--- src/rtl/memory_grant_arbiter.sv ---
// Shared data-memory arbiter between the host CPU port and the coprocessor, with a turnaround gap between owners.
// Optional grant-hold timeout is enabled by defining ARB_TIMEOUT_EN.
module memory_grant_arbiter #(
    parameter int ADDR_WIDTH = 10,
    parameter int DATA_WIDTH = 32,
    parameter int TURNAROUND = 1,
    parameter int MAX_HOLD   = 256
) (
    input  logic                  i_Clock,
    input  logic                  i_Reset,
    input  logic                  i_Cpu_Request,
    input  logic [ADDR_WIDTH-1:0] i_Cpu_Address,
    input  logic [DATA_WIDTH-1:0] i_Cpu_Write_Data,
    input  logic                  i_Cpu_Write_Enable,
    input  logic                  i_Cop_Request,
    input  logic [ADDR_WIDTH-1:0] i_Cop_Address,
    input  logic [DATA_WIDTH-1:0] i_Cop_Write_Data,
    input  logic                  i_Cop_Write_Enable,
    input  logic [DATA_WIDTH-1:0] i_Mem_Read_Data,
    output logic                  o_Cpu_Grant,
    output logic                  o_Cop_Grant,
    output logic [ADDR_WIDTH-1:0] o_Mem_Address,
    output logic [DATA_WIDTH-1:0] o_Mem_Write_Data,
    output logic                  o_Mem_Write_Enable,
    output logic [DATA_WIDTH-1:0] o_Read_Data,
    output logic                  o_Busy
);

    typedef enum logic [1:0] {
        S_IDLE      = 2'd0,
        S_GRANT_CPU = 2'd1,
        S_GRANT_COP = 2'd2,
        S_TURN      = 2'd3
    } state_t;

    localparam int                TURN_W    = (TURNAROUND > 1) ? $clog2(TURNAROUND) : 1;
    localparam logic [TURN_W-1:0] TURN_LAST = TURN_W'(TURNAROUND - 1);

    state_t            r_state;
    state_t            w_next_state;
    logic              r_ptr_cop;
    logic              w_next_ptr_cop;
    logic [TURN_W-1:0] r_turn_cnt;
    logic              w_cpu_timeout;
    logic              w_cop_timeout;

`ifdef ARB_TIMEOUT_EN
    localparam int                HOLD_W    = (MAX_HOLD > 1) ? $clog2(MAX_HOLD) : 1;
    localparam logic [HOLD_W-1:0] HOLD_LAST = HOLD_W'(MAX_HOLD - 1);

    logic [HOLD_W-1:0] r_hold_cnt;
    logic              w_holding;

    assign w_holding = (r_state == w_next_state) &&
                       ((r_state == S_GRANT_CPU) || (r_state == S_GRANT_COP));

    // Cleared on every new grant; saturates so an uncontested owner keeps the bus.
    always_ff @(posedge i_Clock) begin
        if (i_Reset) begin
            r_hold_cnt <= '0;
        end else if (w_holding) begin
            if (r_hold_cnt != HOLD_LAST) r_hold_cnt <= r_hold_cnt + 1'b1;
        end else begin
            r_hold_cnt <= '0;
        end
    end

    assign w_cpu_timeout = (r_hold_cnt == HOLD_LAST) && i_Cop_Request;
    assign w_cop_timeout = (r_hold_cnt == HOLD_LAST) && i_Cpu_Request;
`else
    assign w_cpu_timeout = 1'b0;
    assign w_cop_timeout = 1'b0;
`endif

    // NOTE: sequential state uses non-blocking assignments so every flop samples pre-edge values.
    always_ff @(posedge i_Clock) begin
        if (i_Reset) begin
            r_state    <= S_IDLE;
            r_ptr_cop  <= 1'b0;
            r_turn_cnt <= '0;
        end else begin
            r_state   <= w_next_state;
            r_ptr_cop <= w_next_ptr_cop;
            if ((r_state == S_TURN) && (w_next_state == S_TURN)) r_turn_cnt <= r_turn_cnt + 1'b1;
            else                                                r_turn_cnt <= '0;
        end
    end

    // NOTE: defaults first in every combinational block so no path infers a latch.
    always_comb begin
        w_next_state   = r_state;
        w_next_ptr_cop = r_ptr_cop;
        case (r_state)
            S_IDLE: begin
                if (i_Cpu_Request && i_Cop_Request) begin
                    w_next_state   = r_ptr_cop ? S_GRANT_COP : S_GRANT_CPU;
                    w_next_ptr_cop = ~r_ptr_cop;
                end else if (i_Cpu_Request) begin
                    w_next_state = S_GRANT_CPU;
                end else if (i_Cop_Request) begin
                    w_next_state = S_GRANT_COP;
                end
            end
            S_GRANT_CPU: begin
                if (!i_Cpu_Request) begin
                    w_next_state = S_TURN;
                end else if (w_cpu_timeout) begin
                    w_next_state   = S_TURN;
                    w_next_ptr_cop = 1'b1;
                end
            end
            S_GRANT_COP: begin
                if (!i_Cop_Request) begin
                    w_next_state = S_TURN;
                end else if (w_cop_timeout) begin
                    w_next_state   = S_TURN;
                    w_next_ptr_cop = 1'b0;
                end
            end
            S_TURN: begin
                if (r_turn_cnt == TURN_LAST) w_next_state = S_IDLE;
            end
            default: w_next_state = S_IDLE;
        endcase
    end

    // Memory mux follows the registered owner only, so a non-owner strobe can never leak through.
    always_comb begin
        o_Cpu_Grant        = (r_state == S_GRANT_CPU);
        o_Cop_Grant        = (r_state == S_GRANT_COP);
        o_Busy             = (r_state != S_IDLE);
        o_Mem_Address      = '0;
        o_Mem_Write_Data   = '0;
        o_Mem_Write_Enable = 1'b0;
        case (r_state)
            S_GRANT_CPU: begin
                o_Mem_Address      = i_Cpu_Address;
                o_Mem_Write_Data   = i_Cpu_Write_Data;
                o_Mem_Write_Enable = i_Cpu_Write_Enable;
            end
            S_GRANT_COP: begin
                o_Mem_Address      = i_Cop_Address;
                o_Mem_Write_Data   = i_Cop_Write_Data;
                o_Mem_Write_Enable = i_Cop_Write_Enable;
            end
            default: ;
        endcase
    end

    assign o_Read_Data = i_Mem_Read_Data;

endmodule
--- config.mk ---
export PLATFORM = sky130hd
export DESIGN_NAME = memory_grant_arbiter
export DESIGN_NICKNAME = d
export VERILOG_FILES = /design/src/rtl/memory_grant_arbiter.sv
export SDC_FILE = /design/constraint.sdc
export NUM_CORES = 1
export LEC_CHECK = 0
export BUFFER_PORTS_ARGS = -buffer_cell sky130_fd_sc_hd__buf_4
export CORE_AREA = 3 3 77 79
export CTS_BUF_LIST = sky130_fd_sc_hd__clkbuf_4 sky130_fd_sc_hd__clkbuf_8
export DETAILED_ROUTE_END_ITERATION = 8
export DIE_AREA = 0 0 80 82
export PLACE_DENSITY_LB_ADDON = 0.25
export SETUP_SLACK_MARGIN = 0.02
export SYNTH_ARGS = -nofsm -noshare
export SYNTH_HDL_FRONTEND = slang
export SYNTH_SLANG_ARGS = --single-unit
export TNS_END_PERCENT = 50
--- constraint.sdc ---
create_clock -name i_Clock -period 1.4 [get_ports i_Clock]
set_input_delay 0.28 -clock i_Clock [delete_from_list [all_inputs] [get_ports i_Clock]]
set_output_delay 0.28 -clock i_Clock [all_outputs]
set_load 0.02 [all_outputs]
* Word level (Yosys, flattened, before mapping) *
Cells that the tools add are included.

operators by class
  bitwise logic cells = 2
  $add $sub $neg = 1
  eq/ne operators = 4
  reduce and logical (&&, ||, !) cells = 6
  muxes and demuxes = 11

operators by type and width
  kind                                           number
  one-hot mux 32 bit (2 select lines)            1
  one-hot mux 10 bit (2 select lines)            1
  2-to-1 mux 2 bit                               7
  one-hot mux 2 bit (4 select lines)             1
  == test 2 bit, second input constant           3
  == test 2 x 1 -> 1 bit, second input constant  1
  logical AND 1 bit                              2
  logical NOT 2 bit                              1
  NOT 1 bit                                      2
  one-hot mux 1 bit (2 select lines)             1
  AND reduction 2 bit                            1
  nonzero test 2 bit                             1
  OR reduction 2 bit                             1
  adder 1 bit, second input constant             1

storage, ports and cells
  input bits = 122
  register bits = 4
  word-level logic and storage cells = 27

* Logic depth before layout (Yosys ltp) *
Gate-level depths: netlist of run 1.

  depth in word-level cells = 8
  depth in mapped cells = 6
  depth with buffers taken out = 5

* Least setup slack after synthesis of run 1 *
Ideal clock, no wire load.

  path type = reg2out
  start point = register r_state[0]
  end point = output o_Mem_Write_Data[29]
  buffers on the path = 2
  data arrival time = 1.517 ns
  cell stages (with the launch flop) = 7
  path slack = -0.397 ns
  cells stage by stage = dfxtp_1 -> inv_1 -> ha_1 -> buf_2 -> buf_2 -> a22oi_1 -> nor2b_1

between the ends
  longest elaborated chain between the ends = 2
  elaborated cells between the ends (all ways) = 3
  classes of those cells = 2 x eq/ne; 1 x mux

RTL lines
  item                                 RTL line  text
  from (decl)                          39        state_t r_state;
  from (signal assigned)               82        r_state <= w_next_state;
  == test 2 bit                        --
  via o_Cop_Grant                      21        output logic o_Cop_Grant,
  one-hot mux 32 bit (2 select lines)  135       case (r_state)
  to (decl)                            23        output logic [DATA_WIDTH-1:0] o_Mem_Write_Data,

The timed path passes the listed nets, and every way through them passes these cells.

* Worst setup path after layout of run 1 *
  start point = register r_state[0]
  end point = output o_Mem_Write_Data[12]

between the ends
  longest elaborated chain between the ends = 2
  elaborated cells between the ends (all ways) = 3
  classes of those cells = 2 x eq/ne; 1 x mux

RTL lines
  item                                                            RTL line
  == test 2 bit / == test 2 x 1 -> 1 bit (equally long branches)  135
  one-hot mux 32 bit (2 select lines) *                           135

Every way passes the cells marked *; elsewhere a longest branch is shown, timed or not.

==> results of run 1 <==
## final cells by class
| class | count | area (sq um) |
|---|---|---|
| clock buffers | 3 | 41.3 |
| flip-flops and latches | 4 | 87.6 |
| repair buffers | 151 | 1350 |
| multi-input cells | 111 | 1240 |
| well taps | 72 | 90.1 |
| inverters | 4 | 17.5 |
| fillers | 502 | 2580 |
## power groups by stage
stage | Combinational (mW) | Clock [mW] | Sequential [mW]
6_report | 5.56 | 0.244 | 0.212
3_3_place_gp | 4.40 | 0 | 0.216
5_1_grt | 5.92 | 0.258 | 0.219
2_1_floorplan | 2.94 | 0 | 0.234
4_1_cts | 5.08 | 0.249 | 0.214
3_5_place_dp | 4.41 | 0 | 0.215
## through the flow
stage,worst slack [ns],cell area [sq um],cells
CTS,-0.342,2600,345
global route,-0.401,2830,345
global placement,-0.251,2320,338
detailed placement,-0.253,2320,338
floorplan,-0.112,1420,165
finish,-0.339,2830,345
## cells in the final DEF (no fill, tap or decap), drive strengths merged
cell type,count
o21ai,1
a311o,1
or2b,1
a22oi,43
nand2b,2
and3,1
clkbuf,3
o2111ai,1
buf,151
inv,4
nor2b,45
ha,5
nand3,1
nand2,1
nor3,1
nor4,1
a21oi,1
or3b,1
a2111oi,1
dfxtp,4
nor2,2
xor2,1
a221o,1
## metal layers
metal / vias up / GRT usage (%) / wire [um]
met1: 752 / 15.7 / 1750
li1: 774 / - / -
met2: 84 / 24.3 / 2980
met4: 0 / 1.18 / 12
met3: 6 / 3.07 / 589
met5: - / 0 / 0
## cells by family after synthesis
logic type               count (synthesis)  synth area share, %
AND/OR/NAND/NOR                         56                 30.1
buffers and inverters                   50                 26.4
AO/OA/AOI/OAI                           49                 31.1
adder cells (fa/ha/maj)                  5                 5.15
flip-flops                               4                 6.59
XOR/XNOR                                 1                0.721
## repair_timing
item / CTS / global route
pin swaps: 7 / 11
gates resized for setup: 37 / 50
buffers inserted: 4 / 0
endpoints found under the setup margin: 48 / 48
## sequential cells by signal, summed over array words and instances, names as in the netlist
register / count
r_ptr_cop: 1
r_state: 2
r_turn_cnt: 1
## worst max-delay path, cell delays in order (launching register included)
cell and delay [ns]:
dfxtp_4 0.34, buf_4 0.16, ha_4 0.18, buf_12 0.16, a22oi_1 0.21, nor2b_2 0.07
buf_6 0.13
## worst max path at each step
stage | cells after the start | endpoint | slack [ns]
after floorplan | 6 | o_Mem_Write_Data[11] | -0.11
after global placement | 5 | o_Mem_Write_Data[31] | -0.25
after detailed placement | 5 | o_Mem_Write_Data[31] | -0.25
after CTS | 6 | o_Mem_Write_Data[26] | -0.34
after global routing | 6 | o_Mem_Write_Data[3] | -0.40
final | 6 | o_Mem_Write_Data[12] | -0.34
## cell usage after synthesis (2+ instances only)
master / count
buf_4: 32
nor2b_1: 43
nand2b_1: 2
nor2_1: 2
ha_1: 5
nor2b_4: 2
inv_1: 4
dfxtp_1: 4
a22oi_1: 43
buf_2: 10
clkbuf_1: 4
==> impl_metrics.tcl, run 1 <==
set metrics [dict create \
    wire_per_inst_um 15.4 \
    yosysTopAreaCell "a22oi_1" \
    via_per_inst 4.68 \
    synth_seq_area_share_pct 6.59 \
    die_w_um 80 \
    worst_r2r_path_depth 6 \
    syn2layout_area_growth_pct 133 \
    die_area_sq_um 6560 \
    worst_pin_slew_ns 0.344 \
    worst_ep_required_time_ns 1.12 \
    grt_pass1_wl_mm 7.00 \
    clockPowerShare_pct 4.1 \
    fin_setup_tns_ns -13.88 \
    async_reset_ff_share_pct 0 \
    start_kind "register" \
    yosys_warnings 0 \
    p_sw_mw 2.63 \
    relSlewSlack_pct 77.1 \
    end_kind "primary output" \
    worstReg2RegEnd "r_turn_cnt$_SDFF_PP0_" \
    status "finished with violations" \
    rsz0062_at_grt "yes" \
    drt-total-wl_mm 5.33 \
    worstPathMaxFanout 23 \
    min_path_cells 2 \
    nNetsFinal 402 \
    die_y_um 82 \
    netlist_instances 165 \
    setup_viol_count_final 48 \
    ctsLongestPathBuffers 2 \
    cts_buffers 3 \
    drc 0 \
    p_leak_nw 1.17 \
    syn_nets 292 \
    combPwrFrac_pct 92.4 \
    core_sq_um 5410 \
    first_global_vias 1467 \
    via_count 1616 \
    p_per_area_nw_per_um2 2130 \
    arrival_ns 1.46 \
    violations "setup timing" \
    slew_violations 0 \
    skew_ns 0.000374 \
    io_pins 200 \
    hold_start "i_Reset" \
    drive_above_1_share_pct 90.5 \
    h-tree-depth 1 \
    antenna_found_initial 0 \
    fin_crit_ns 1.74 \
    cts_tree "yes" \
    reg2reg_from "r_state[0]$_SDFF_PP0_" \
    crit_type "reg2out" \
    hold_end "r_state[0]$_SDFF_PP0_" \
    synth-edff-count 0 \
    syn_area_sq_um 1210 \
    r2r_slack_ns -0.14 \
    drtIter0Drc 14 \
    netSwitchingFraction_pct 43.7 \
    grt_max_degree 24 \
    placementRows 27 \
    gp_congestion 0.761 \
    peakVddDrop_mv 1.24 \
    max_cap_viol_count 0 \
    total_power_mw 6.02 \
    cts-root-buf "clkbuf_8" \
    setup_ws_ns -0.339 \
    hold_path_class "in2reg" \
    hold_viol_final 0 \
    max_freq_ghz 0.575 \
    synth_seq_cells 4 \
    start_util_pct 22.5 \
    yosys_most_used_dff "dfxtp_1" \
    antenna_cells 0 \
    firstDrtPassIters 4 \
    postCtsHoldBufs 0 \
    grt.overflow.total 0 \
    yosys.cell_types.count 25 \
    portBuffers 135 \
    pwr-share-seq_pct 3.5 \
    ys_top_cells_by_area "a22oi_1 (27%), nor2b_1 (22%), buf_4 (20%)" \
    numClockSinks 4 \
    startpoint "r_state[0]$_SDFF_PP0_" \
    synth_top_area_share_pct 26.6 \
    fin_crit_sh_pct 124 \
    p_int_mw 3.39 \
    avgSynthCellArea_sq_um 7.36 \
    clk_pin_slew_ns 0.03 \
    fin_util_pct 52.3 \
    whs_ns 0.243 \
    postRouteAntennaNets 0 \
    grt.total_usage_pct 13.0 \
    hpwl_mm 3.61 \
    insertion_delay_ns 0.22 \
]
No activity file was read; power rests on OpenSTA's default activity.
==> run 2, diff against run 1 <==
--- a/config.mk
+++ b/config.mk
@@ -10,7 +10,7 @@
 export CTS_BUF_LIST = sky130_fd_sc_hd__clkbuf_4 sky130_fd_sc_hd__clkbuf_8
 export DETAILED_ROUTE_END_ITERATION = 8
 export DIE_AREA = 0 0 80 82
-export PLACE_DENSITY_LB_ADDON = 0.25
+export PLACE_DENSITY = 0.7
 export SETUP_SLACK_MARGIN = 0.02
 export SYNTH_ARGS = -nofsm -noshare
 export SYNTH_HDL_FRONTEND = slang
==> run 2 against run 1 <==
Against the previous run: the run still ends with setup timing left; setup slack better by 0.0024 ns; final area down 3.2%; wire length up 3.4%; utilization down 1.7 points; register-to-register slack better by 0.10 ns; sequential cell count unchanged; fmax up 0.14%; clock-buffer cell count unchanged; critical endpoint is now o_Mem_Write_Data[10]; highest routed layer unchanged.
==> impl_metrics.tcl, run 2 (synthesized netlist as in run 1, its figures left out) <==
set metrics [dict create \
    core_sq_um 5410 \
    numClockSinks 4 \
    cts_buffers 3 \
    hold_viol_final 0 \
    worstPathMaxFanout 24 \
    die_w_um 80 \
    via_per_inst 4.76 \
    postCtsHoldBufs 0 \
    largest_reg_flops 2 \
    via_count 1628 \
    max_freq_ghz 0.576 \
    grt.total_usage_pct 14.1 \
    most-common-layout-cells "buf_4 (117), a22oi_2 (41), nor2b_2 (39), buf_6 (23)" \
    peakVddDrop_mv 1.18 \
    wire_per_inst_um 16.1 \
    crit_family "buffers and inverters" \
    clk_pin_slew_ns 0.04 \
    crit_type "reg2out" \
    gp_congestion 0.740 \
    p_leak_nw 1.12 \
    rsz0062_at_grt "yes" \
    cp_slowest_cell "dfxtp_4" \
    regMostFlops "r_state" \
    h-tree-depth 1 \
    mostFrequentLayoutCell "buf_4" \
    violations "setup timing" \
    setup_ws_ns -0.337 \
    drc 0 \
    hold_path_class "in2reg" \
    total_power_mw 5.63 \
    r2r_slack_ns -0.04 \
    cts-root-buf "clkbuf_8" \
    path_buf_inv 4 \
    fin_crit_ns 1.74 \
    reg.largest.list "r_state x2, r_ptr_cop x1, r_turn_cnt x1" \
    drive_above_1_share_pct 92.6 \
    die_area_sq_um 6560 \
    hpwl_mm 3.78 \
    cts_tree "yes" \
    worst_ep_required_time_ns 1.12 \
    worst_pin_slew_ns 0.301 \
    ctsLongestPathBuffers 2 \
    grt_max_degree 25 \
    placementRows 27 \
    syn2layout_area_growth_pct 125 \
    cp_common_cell "buf_6" \
    antenna_found_initial 0 \
    setup_viol_count_final 48 \
    fin_util_pct 50.6 \
    grt.overflow.total 0 \
    die_y_um 82 \
    max_cap_viol_count 0 \
    status "finished with violations" \
    nNetsFinal 399 \
    relSlewSlack_pct 79.9 \
    io_pins 200 \
    antenna_cells 0 \
    insertion_delay_ns 0.22 \
    start_util_pct 22.5 \
    skew_ns 0.00600 \
    portBuffers 135 \
    end_kind "primary output" \
    grt_pass1_wl_mm 7.27 \
    start_kind "register" \
    cp_slowest_stage_delay_ns 0.34 \
    p_per_area_nw_per_um2 2060 \
    drt-total-wl_mm 5.51 \
    first_global_vias 1528 \
    arrival_ns 1.46 \
    slew_violations 0 \
    drtIter0Drc 16 \
    postRouteAntennaNets 0 \
    dp_slack_ns -0.243 \
    fin_crit_sh_pct 124 \
    firstDrtPassIters 4 \
    crit_chain "inv_4 -> buf_6 -> ha_4 -> buf_12 -> nor2b_2 -> buf_6" \
]
## run 2: cell types whose count changed in the layout (fill, tap and decap cells not counted), sizes merged
cell and change:
buf -3
## run 2: cell type report
class	count	area (sq um)
multi-input combinational	111	1200
timing repair buffer	148	1290
inverter	4	17.5
fill	523	2670
tap	72	90.1
clock buffer	3	41.3
sequential	4	87.6
## run 2: worst register-to-register path, delay by kind of cell, from the launching register on
kind / cells / cell delay [ns]
simple gates: 2 / 0.46
fa+ha+maj: 1 / 0.21
buf+inv: 2 / 0.16
flops: 1 / 0.34
compound gates: 1 / 0.14
## run 2: what timing repair did
action,4_1_cts,5_1_grt
pin swaps,3,21
buffers inserted,3,0
gates resized for setup,28,45
setup endpoints to repair,48,48
## run 2: metal layers
metal  global-route usage, %  share of wire, %  up-vias
met5                       0                 0        -
met4                    6.25               2.0        0
met3                    2.30               8.8       20
met2                    26.4                56       83
met1                    15.4                33      762
li1                        -                 -      763
## run 2: where the power goes
part	leakage, nW	internal, mW	switching [mW]
Clock	0.0216	0.184	0.0682
Combinational	1.06	2.74	2.42
Sequential	0.0341	0.170	0.0433
## run 2: stage by stage
step           TNS (ns)  area [sq um]  instances  hold slack (ns)
2_1_floorplan     -3.32          1420        165            0.349
3_3_place_gp      -8.94          2310        336            0.466
4_1_cts          -14.54          2540        342            0.228
6_report         -13.49          2740        342            0.232
3_5_place_dp      -9.75          2310        336            0.462
5_1_grt          -15.75          2740        342            0.239
## run 2: final timing paths
kind	start	to	cells past startpoint
worst max-delay path	r_state[0]$_SDFF_PP0_	o_Mem_Write_Data[10]	6
worst min-delay path	i_Reset	r_state[0]$_SDFF_PP0_	2
worst max register to register	r_state[0]$_SDFF_PP0_	r_turn_cnt$_SDFF_PP0_	6
worst min register to register	r_ptr_cop$_SDFFE_PP0P_	r_ptr_cop$_SDFFE_PP0P_	2
